## config.mk

```make
export PLATFORM = sky130hd
export DESIGN_NAME = reg_map_boot_ctrl
export DESIGN_NICKNAME = d
export VERILOG_FILES = /design/src/rtl/reg_map_pkg.sv /design/src/rtl/reg_map_bus_mux.sv /design/src/rtl/reg_map_boot_ctrl.sv
export SDC_FILE = /design/constraint.sdc
export NUM_CORES = 1
export LEC_CHECK = 0
export CAP_MARGIN = 25
export CORE_ASPECT_RATIO = 1.4
export CORE_MARGIN = 2
export CORE_UTILIZATION = 49
export CTS_BUF_LIST = sky130_fd_sc_hd__clkbuf_4 sky130_fd_sc_hd__clkbuf_8
export CTS_CLUSTER_DIAMETER = 60
export DETAILED_ROUTE_END_ITERATION = 6
export HOLD_SLACK_MARGIN = 0.1
export PLACE_DENSITY = 0.87
export SYNTH_ARGS = -nofsm -noshare
export SYNTH_HDL_FRONTEND = slang
export SYNTH_HIERARCHICAL = 1
export SYNTH_SLANG_ARGS = --single-unit
```

## constraint.sdc

```tcl
create_clock -name clk -period 6.9 [get_ports clk]
set_input_delay 1.38 -clock clk [delete_from_list [all_inputs] [get_ports clk]]
set_output_delay 1.38 -clock clk [all_outputs]
set_load 0.01 [all_outputs]
```

## src/rtl/reg_map_pkg.sv

```systemverilog
// Shared register addresses, power-down codes and boot sequencer states for
// the register_map front end.
package reg_map_pkg;

   localparam logic [7:0] ADDR_POWER_DOWN = 8'h00;
   localparam logic [7:0] ADDR_STATUS     = 8'h10;
   localparam logic [7:0] ADDR_TX_CTRL    = 8'h34;
   localparam logic [7:0] ADDR_RX_PACKETS = 8'h48;
   localparam logic [7:0] ADDR_SERDES     = 8'h52;
   localparam logic [7:0] ADDR_AUDIO      = 8'h68;

   localparam int STATUS_PLL_LOCKED_BIT = 7;

   localparam logic [7:0] PD_PLL_ONLY = 8'h74;
   localparam logic [7:0] PD_NONE     = 8'h00;
   localparam logic [7:0] PD_MASTER   = 8'h80;

   typedef enum logic [3:0] {
      ST_IDLE,
      ST_PD_PLL,
      ST_SETTLE,
      ST_POLL_RD,
      ST_POLL_WAIT,
      ST_PD_ALL,
      ST_CFG_TX,
      ST_CFG_SERDES,
      ST_CFG_AUDIO,
      ST_FAIL_WR,
      ST_DONE,
      ST_FAIL,
      ST_VERIFY_TX,
      ST_VERIFY_SERDES,
      ST_VERIFY_AUDIO
   } boot_state_t;

   // States in which the external host owns the register_map bus.
   function automatic logic is_host_state(boot_state_t s);
      return (s == ST_IDLE) || (s == ST_DONE) || (s == ST_FAIL);
   endfunction

endpackage

```

## src/rtl/reg_map_bus_mux.sv

```systemverilog
// Combinational host/sequencer mux onto the register_map bus; the host is
// stalled (host_busy_o) whenever it does not own the bus.
module reg_map_bus_mux #(
   parameter int NB_DATA = 8,
   parameter int NB_ADDR = 8
) (
   input  logic               host_phase_i,
   input  logic               start_i,
   input  logic               host_wr_req_i,
   input  logic               host_rd_req_i,
   input  logic [NB_ADDR-1:0] host_addr_i,
   input  logic [NB_DATA-1:0] host_wdata_i,
   input  logic               seq_wr_req_i,
   input  logic               seq_rd_req_i,
   input  logic [NB_ADDR-1:0] seq_addr_i,
   input  logic [NB_DATA-1:0] seq_wdata_i,
   output logic               rm_wr_req_o,
   output logic               rm_rd_req_o,
   output logic [NB_ADDR-1:0] rm_addr_o,
   output logic [NB_DATA-1:0] rm_wdata_o,
   output logic               host_busy_o
);

   logic host_grant;

   // A start pulse steals the bus even in an idle state so the first script
   // write is never raced by a host access.
   assign host_grant  = host_phase_i & ~start_i;
   assign host_busy_o = ~host_grant;

   assign rm_wr_req_o = host_grant ? host_wr_req_i : seq_wr_req_i;
   assign rm_rd_req_o = host_grant ? host_rd_req_i : seq_rd_req_i;
   assign rm_addr_o   = host_grant ? host_addr_i   : seq_addr_i;
   assign rm_wdata_o  = host_grant ? host_wdata_i  : seq_wdata_i;

endmodule

```

## src/rtl/reg_map_boot_ctrl.sv

```systemverilog
// Boot sequencer and bus arbiter in front of register_map.
// Define BOOT_READBACK_EN to verify every configuration write with a readback.
module reg_map_boot_ctrl
   import reg_map_pkg::*;
#(
   parameter int               NB_DATA       = 8,
   parameter int               NB_ADDR       = 8,
   parameter int               SETTLE_CYCLES = 32,
   parameter int               POLL_INTERVAL = 16,
   parameter int               LOCK_TIMEOUT  = 64,
   parameter logic [NB_DATA-1:0] TX_CTRL_CFG = 8'hF4,
   parameter logic [NB_DATA-1:0] SERDES_CFG  = 8'hA8,
   parameter logic [NB_DATA-1:0] AUDIO_CFG   = 8'hF0
) (
   input  logic               clk,
   input  logic               reset,
   input  logic               start,
   input  logic               host_wr_req,
   input  logic               host_rd_req,
   input  logic [NB_ADDR-1:0] host_addr,
   input  logic [NB_DATA-1:0] host_wdata,
   output logic [NB_DATA-1:0] host_rdata,
   output logic               host_busy,
   output logic               rm_wr_req,
   output logic               rm_rd_req,
   output logic [NB_ADDR-1:0] rm_addr,
   output logic [NB_DATA-1:0] rm_wdata,
   input  logic [NB_DATA-1:0] rm_rdata,
   output logic               done,
   output logic               error
);

   localparam int WAIT_MAX = (SETTLE_CYCLES > POLL_INTERVAL) ? SETTLE_CYCLES : POLL_INTERVAL;
   localparam int WAIT_W   = $clog2(WAIT_MAX + 1);
   localparam int POLL_W   = $clog2(LOCK_TIMEOUT + 1);

   boot_state_t         state_q, state_d;
   logic [WAIT_W-1:0]   wait_cnt_q, wait_cnt_d;
   logic [POLL_W-1:0]   poll_cnt_q, poll_cnt_d;

   logic                seq_wr_req;
   logic                seq_rd_req;
   logic [NB_ADDR-1:0]  seq_addr;
   logic [NB_DATA-1:0]  seq_wdata;

   always_ff @(posedge clk or posedge reset) begin
      if (reset) begin
         state_q    <= ST_IDLE;
         wait_cnt_q <= '0;
         poll_cnt_q <= '0;
      end else begin
         state_q    <= state_d;
         wait_cnt_q <= wait_cnt_d;
         poll_cnt_q <= poll_cnt_d;
      end
   end

   // wait_cnt_d defaults to zero so it is clear whenever SETTLE/POLL_WAIT is entered.
   always_comb begin
      state_d    = state_q;
      wait_cnt_d = '0;
      poll_cnt_d = poll_cnt_q;
      seq_wr_req = 1'b0;
      seq_rd_req = 1'b0;
      seq_addr   = '0;
      seq_wdata  = '0;
      case (state_q)
         ST_IDLE, ST_DONE, ST_FAIL: begin
            if (start) begin
               state_d    = ST_PD_PLL;
               poll_cnt_d = '0;
            end
         end
         ST_PD_PLL: begin
            seq_wr_req = 1'b1;
            seq_addr   = NB_ADDR'(ADDR_POWER_DOWN);
            seq_wdata  = NB_DATA'(PD_PLL_ONLY);
            poll_cnt_d = '0;
            state_d    = ST_SETTLE;
         end
         ST_SETTLE: begin
            if (wait_cnt_q == WAIT_W'(SETTLE_CYCLES - 1)) state_d = ST_POLL_RD;
            else                                          wait_cnt_d = wait_cnt_q + 1'b1;
         end
         ST_POLL_RD: begin
            seq_rd_req = 1'b1;
            seq_addr   = NB_ADDR'(ADDR_STATUS);
            if (rm_rdata[STATUS_PLL_LOCKED_BIT]) begin
               state_d = ST_PD_ALL;
            end else if (poll_cnt_q == POLL_W'(LOCK_TIMEOUT - 1)) begin
               state_d = ST_FAIL_WR;
            end else begin
               poll_cnt_d = poll_cnt_q + 1'b1;
               state_d    = ST_POLL_WAIT;
            end
         end
         ST_POLL_WAIT: begin
            if (wait_cnt_q == WAIT_W'(POLL_INTERVAL - 1)) state_d = ST_POLL_RD;
            else                                          wait_cnt_d = wait_cnt_q + 1'b1;
         end
         ST_PD_ALL: begin
            seq_wr_req = 1'b1;
            seq_addr   = NB_ADDR'(ADDR_POWER_DOWN);
            seq_wdata  = NB_DATA'(PD_NONE);
            state_d    = ST_CFG_TX;
         end
         ST_CFG_TX: begin
            seq_wr_req = 1'b1;
            seq_addr   = NB_ADDR'(ADDR_TX_CTRL);
            seq_wdata  = TX_CTRL_CFG;
`ifdef BOOT_READBACK_EN
            state_d    = ST_VERIFY_TX;
`else
            state_d    = ST_CFG_SERDES;
`endif
         end
         ST_CFG_SERDES: begin
            seq_wr_req = 1'b1;
            seq_addr   = NB_ADDR'(ADDR_SERDES);
            seq_wdata  = SERDES_CFG;
`ifdef BOOT_READBACK_EN
            state_d    = ST_VERIFY_SERDES;
`else
            state_d    = ST_CFG_AUDIO;
`endif
         end
         ST_CFG_AUDIO: begin
            seq_wr_req = 1'b1;
            seq_addr   = NB_ADDR'(ADDR_AUDIO);
            seq_wdata  = AUDIO_CFG;
`ifdef BOOT_READBACK_EN
            state_d    = ST_VERIFY_AUDIO;
`else
            state_d    = ST_DONE;
`endif
         end
`ifdef BOOT_READBACK_EN
         ST_VERIFY_TX: begin
            seq_rd_req = 1'b1;
            seq_addr   = NB_ADDR'(ADDR_TX_CTRL);
            state_d    = (rm_rdata == TX_CTRL_CFG) ? ST_CFG_SERDES : ST_FAIL_WR;
         end
         ST_VERIFY_SERDES: begin
            seq_rd_req = 1'b1;
            seq_addr   = NB_ADDR'(ADDR_SERDES);
            state_d    = (rm_rdata == SERDES_CFG) ? ST_CFG_AUDIO : ST_FAIL_WR;
         end
         ST_VERIFY_AUDIO: begin
            seq_rd_req = 1'b1;
            seq_addr   = NB_ADDR'(ADDR_AUDIO);
            state_d    = (rm_rdata == AUDIO_CFG) ? ST_DONE : ST_FAIL_WR;
         end
`endif
         ST_FAIL_WR: begin
            seq_wr_req = 1'b1;
            seq_addr   = NB_ADDR'(ADDR_POWER_DOWN);
            seq_wdata  = NB_DATA'(PD_MASTER);
            state_d    = ST_FAIL;
         end
         default: state_d = ST_IDLE;
      endcase
   end

   assign done       = (state_q == ST_DONE);
   assign error      = (state_q == ST_FAIL);
   assign host_rdata = rm_rdata;

   reg_map_bus_mux #(
      .NB_DATA (NB_DATA),
      .NB_ADDR (NB_ADDR)
   ) u_bus_mux (
      .host_phase_i  (is_host_state(state_q)),
      .start_i       (start),
      .host_wr_req_i (host_wr_req),
      .host_rd_req_i (host_rd_req),
      .host_addr_i   (host_addr),
      .host_wdata_i  (host_wdata),
      .seq_wr_req_i  (seq_wr_req),
      .seq_rd_req_i  (seq_rd_req),
      .seq_addr_i    (seq_addr),
      .seq_wdata_i   (seq_wdata),
      .rm_wr_req_o   (rm_wr_req),
      .rm_rd_req_o   (rm_rd_req),
      .rm_addr_o     (rm_addr),
      .rm_wdata_o    (rm_wdata),
      .host_busy_o   (host_busy)
   );

endmodule

```

==> impl_metrics.json <==
{
  "hold_path_end": "wait_cnt_q[0]$_DFF_PP0_",
  "place_inst": 226,
  "final_cell_mix": "43 x clkdlybuf4s50_1, 17 x dfrtp_1, 12 x nand2_1",
  "synthAdderAreaFrac_pct": 1.66,
  "final_period_minus_worst_setup_slack_ps": 4560,
  "nets": 225,
  "rr_worst_depth": 4,
  "critPathBufInv": 2,
  "clockPowerShare_pct": 10.9,
  "relSlewSlack_pct": 56.4,
  "pin_count": 58,
  "die_height_um": 69.6,
  "routed-via-count": 1267,
  "totalPowerFinal_mw": 0.712,
  "synth_compound_area_share_pct": 16.9,
  "insertedDiodeCount": 0,
  "tns_ps": 0,
  "portBuffers": 43,
  "cp_max_fo": 19,
  "worstSetupEndpointType": "primary output",
  "synth_mux_area_share_pct": 19.7,
  "cts.sinks": 17,
  "drive_above_1_share_pct": 14.0,
  "gr-usage-met1_pct": 22.0,
  "ys_seq_area_share_pct": 28.3,
  "use_met2_pct": 38.5,
  "grt_remaining_overflow": 0,
  "synth_edf_count": 0,
  "cts-resized-gates": 0,
  "synth-simple-area-share_pct": 20.7,
  "start_util_pct": 51.8,
  "fin_crit_sh_pct": 66.1,
  "cts_tree": "yes",
  "yosys.area_share.xor_xnor_pct": 1.75,
  "drt-wirelength-per-cell_um": 14.5,
  "synth_flop_cell": "dfrtp_1",
  "coreArea_mm2": 0.00291,
  "row_count": 23,
  "grt_pass1_vias": 1281,
  "max-clock-path-buffers": 2,
  "hpwl_um": 2630,
  "die_area_mm2": 0.00354,
  "seqPwrFrac_pct": 23.5,
  "yosysWarnings": 6,
  "top_usage_layer": "met2",
  "hold_class": "reg -> reg",
  "critPathArrivalTime_ps": 3180,
  "finalHoldViolCount": 0,
  "drt_iter0_drc": 37,
  "layoutNonFillerInstCount": 230,
  "drc_errors": 0,
  "power_density_mw_per_mm2": 371,
  "firstDrtPassIters": 4,
  "critical_path.top_delay_family": "buffers and inverters",
  "grtUsageMet3_pct": 2.59,
  "dieWidth_um": 50.8,
  "yosysTopAreaCellShare_pct": 28.3,
  "wirelength_um": 3330,
  "leakage_nw": 0.839,
  "area_delta_synth_final_pct": 27.6,
  "switchingPower_mw": 0.288,
  "hold_ws_ps": 459,
  "worstSetupPathType": "in -> out",
  "postRouteAntennaNets": 0,
  "synth_area_leaders": "dfrtp_1 28%, mux2_4 9.0%, mux2_2 6.7%",
  "whs_path_depth": 1,
  "final_common_cell": "clkdlybuf4s50_1",
  "min_from": "wait_cnt_q[0]$_DFF_PP0_",
  "worst_slew_pin_slew_ps": 654,
  "netlist_area_mm2": 0.00151,
  "gp_congestion": 0.758,
  "routed_via_density": 5.51,
  "synth.avg_cell_area_um2": 9.41,
  "slowest_delay_ps": 580,
  "cts_buffers": 3,
  "worstSkewPairLatency_ps": 250,
  "drv_slew": 0,
  "syn_inst": 160,
  "regToRegStartpoint": "state_q[3]$_DFFE_PP0P_",
  "clock.fmax_ghz": 0.219,
  "synthDistinctLibCells": 47,
  "finalSetupViolations": 0,
  "r2r-end": "poll_cnt_q[3]$_DFFE_PP0P_",
  "reg2reg_setup_slack_ps": 4900,
  "grt_max_degree": 23,
  "critPathLaunchType": "input pin",
  "peakVddDrop_mv": 0.199,
  "clk_pin_slew_worst_paths_ps": 60,
  "grt_pass1_wl_um": 5690,
  "synth_top_cell_by_area": "dfrtp_1",
  "async_reset_ff_share_pct": 100,
  "final_area_mm2": 0.00192,
  "holdBufCountCts": 0,
  "antenna_found_initial": 0,
  "cts_max_level": 1,
  "cts_setup_buffers": 0,
  "rsz0062_at_grt": "no",
  "status": "completed",
  "finClkSkew_ps": 7.70,
  "worstPathCellList": "clkdlybuf4s50_1, nand2b_4, mux2_2, clkdlybuf4s50_1",
  "synth_top_family_by_area": "simple AND/OR/NAND/NOR gates",
  "grt_usage_pct": 20.4,
  "cap_violations": 0,
  "ys_ff_latch": 17,
  "cp_common_cell": "clkdlybuf4s50_1",
  "required_ps": 5520,
  "clockRootBuffer": "clkbuf_8",
  "place_area_mm2": 0.00187,
  "p_int_mw": 0.424,
  "switching_share_pct": 40.4,
  "cpMaxStageDelayCell": "clkdlybuf4s50_1",
  "pwr-share-comb_pct": 65.6
}
state kept, by name, summed over array words and instances (netlist names):
register / count
wait_cnt_q: 6
poll_cnt_q: 7
state_q: 4
stage by stage:
stage	setup slack, ps	utilization (%)
2_1_floorplan	3440	-
3_3_place_gp	2400	64.4
4_1_cts	2330	66.1
3_5_place_dp	2330	64.4
5_1_grt	2280	66.1
6_report	2340	66.1
logic make-up (layout without fill, tap and decap cells):
family / Yosys count / after routing
and+or+nand+nor: 56 / 56
AOI/OAI and AO/OA: 29 / 29
buffers and inverters: 28 / 58
muxes: 24 / 24
DFF: 17 / 17
xor gates and xnor gates: 3 / 3
adders and majority gates: 2 / 2
other: 1 / 4
worst max-delay path by stage:
stage,to,from,cells after the start
CTS,rm_addr[0],start,4
floorplan,rm_addr[4],start,4
global route,rm_addr[0],start,4
global placement,rm_rd_req,start,4
detailed placement,rm_addr[0],start,4
finish,rm_addr[0],start,4
final cells by class:
type                       instances  area (um^2)
fill                             237          986
multi-input combinational        118          928
timing repair buffer              43          430
sequential                        17          425
clock buffer                       4         48.8
tap                               37         46.3
inverter                          11         41.3
power by group through the flow:
stage / Combinational (mW) / Sequential, mW / Clock [mW]
finish: 0.467 / 0.167 / 0.0776
floorplan: 0.354 / 0.131 / 0
detailed placement: 0.468 / 0.169 / 0
CTS: 0.472 / 0.167 / 0.0784
global route: 0.506 / 0.176 / 0.0854
global placement: 0.453 / 0.166 / 0
synthesized netlist by cell type, types with 2 or more instances:
cell type and instances:
o21ai_0 4, clkbuf_1 3, nand2b_1 7, buf_2 3, and3_1 2, and2_1 2, buf_4 8, xor2_1 2
nand3_1 4, a211o_1 2, nor3b_1 4, a21oi_1 4, nand2_1 12, mux2i_1 6, nor2b_1 3, a21o_1 2
mux2_4 9, nand3b_1 3, nor3_1 3, mux2_2 9, nor2_1 10, dfrtp_1 17, or3_1 2, ha_1 2
a211oi_1 5, inv_1 11
worst reg2reg max path, delay by kind of cell (launching register included):
family	cells	cell delay, ps
flops	1	700
simple gates	1	240
compound gates	2	750
mux	1	230
metal layers:
layer / routed length [um] / vias up / part of all wire, %
li1: - / 624 / -
met1: 1300 / 591 / 39
met2: 1790 / 44 / 54
met3: 175 / 8 / 5.3
met4: 71 / 0 / 2.1
met5: 0 / - / 0
Note: power is estimated with default switching activity, not from simulation.
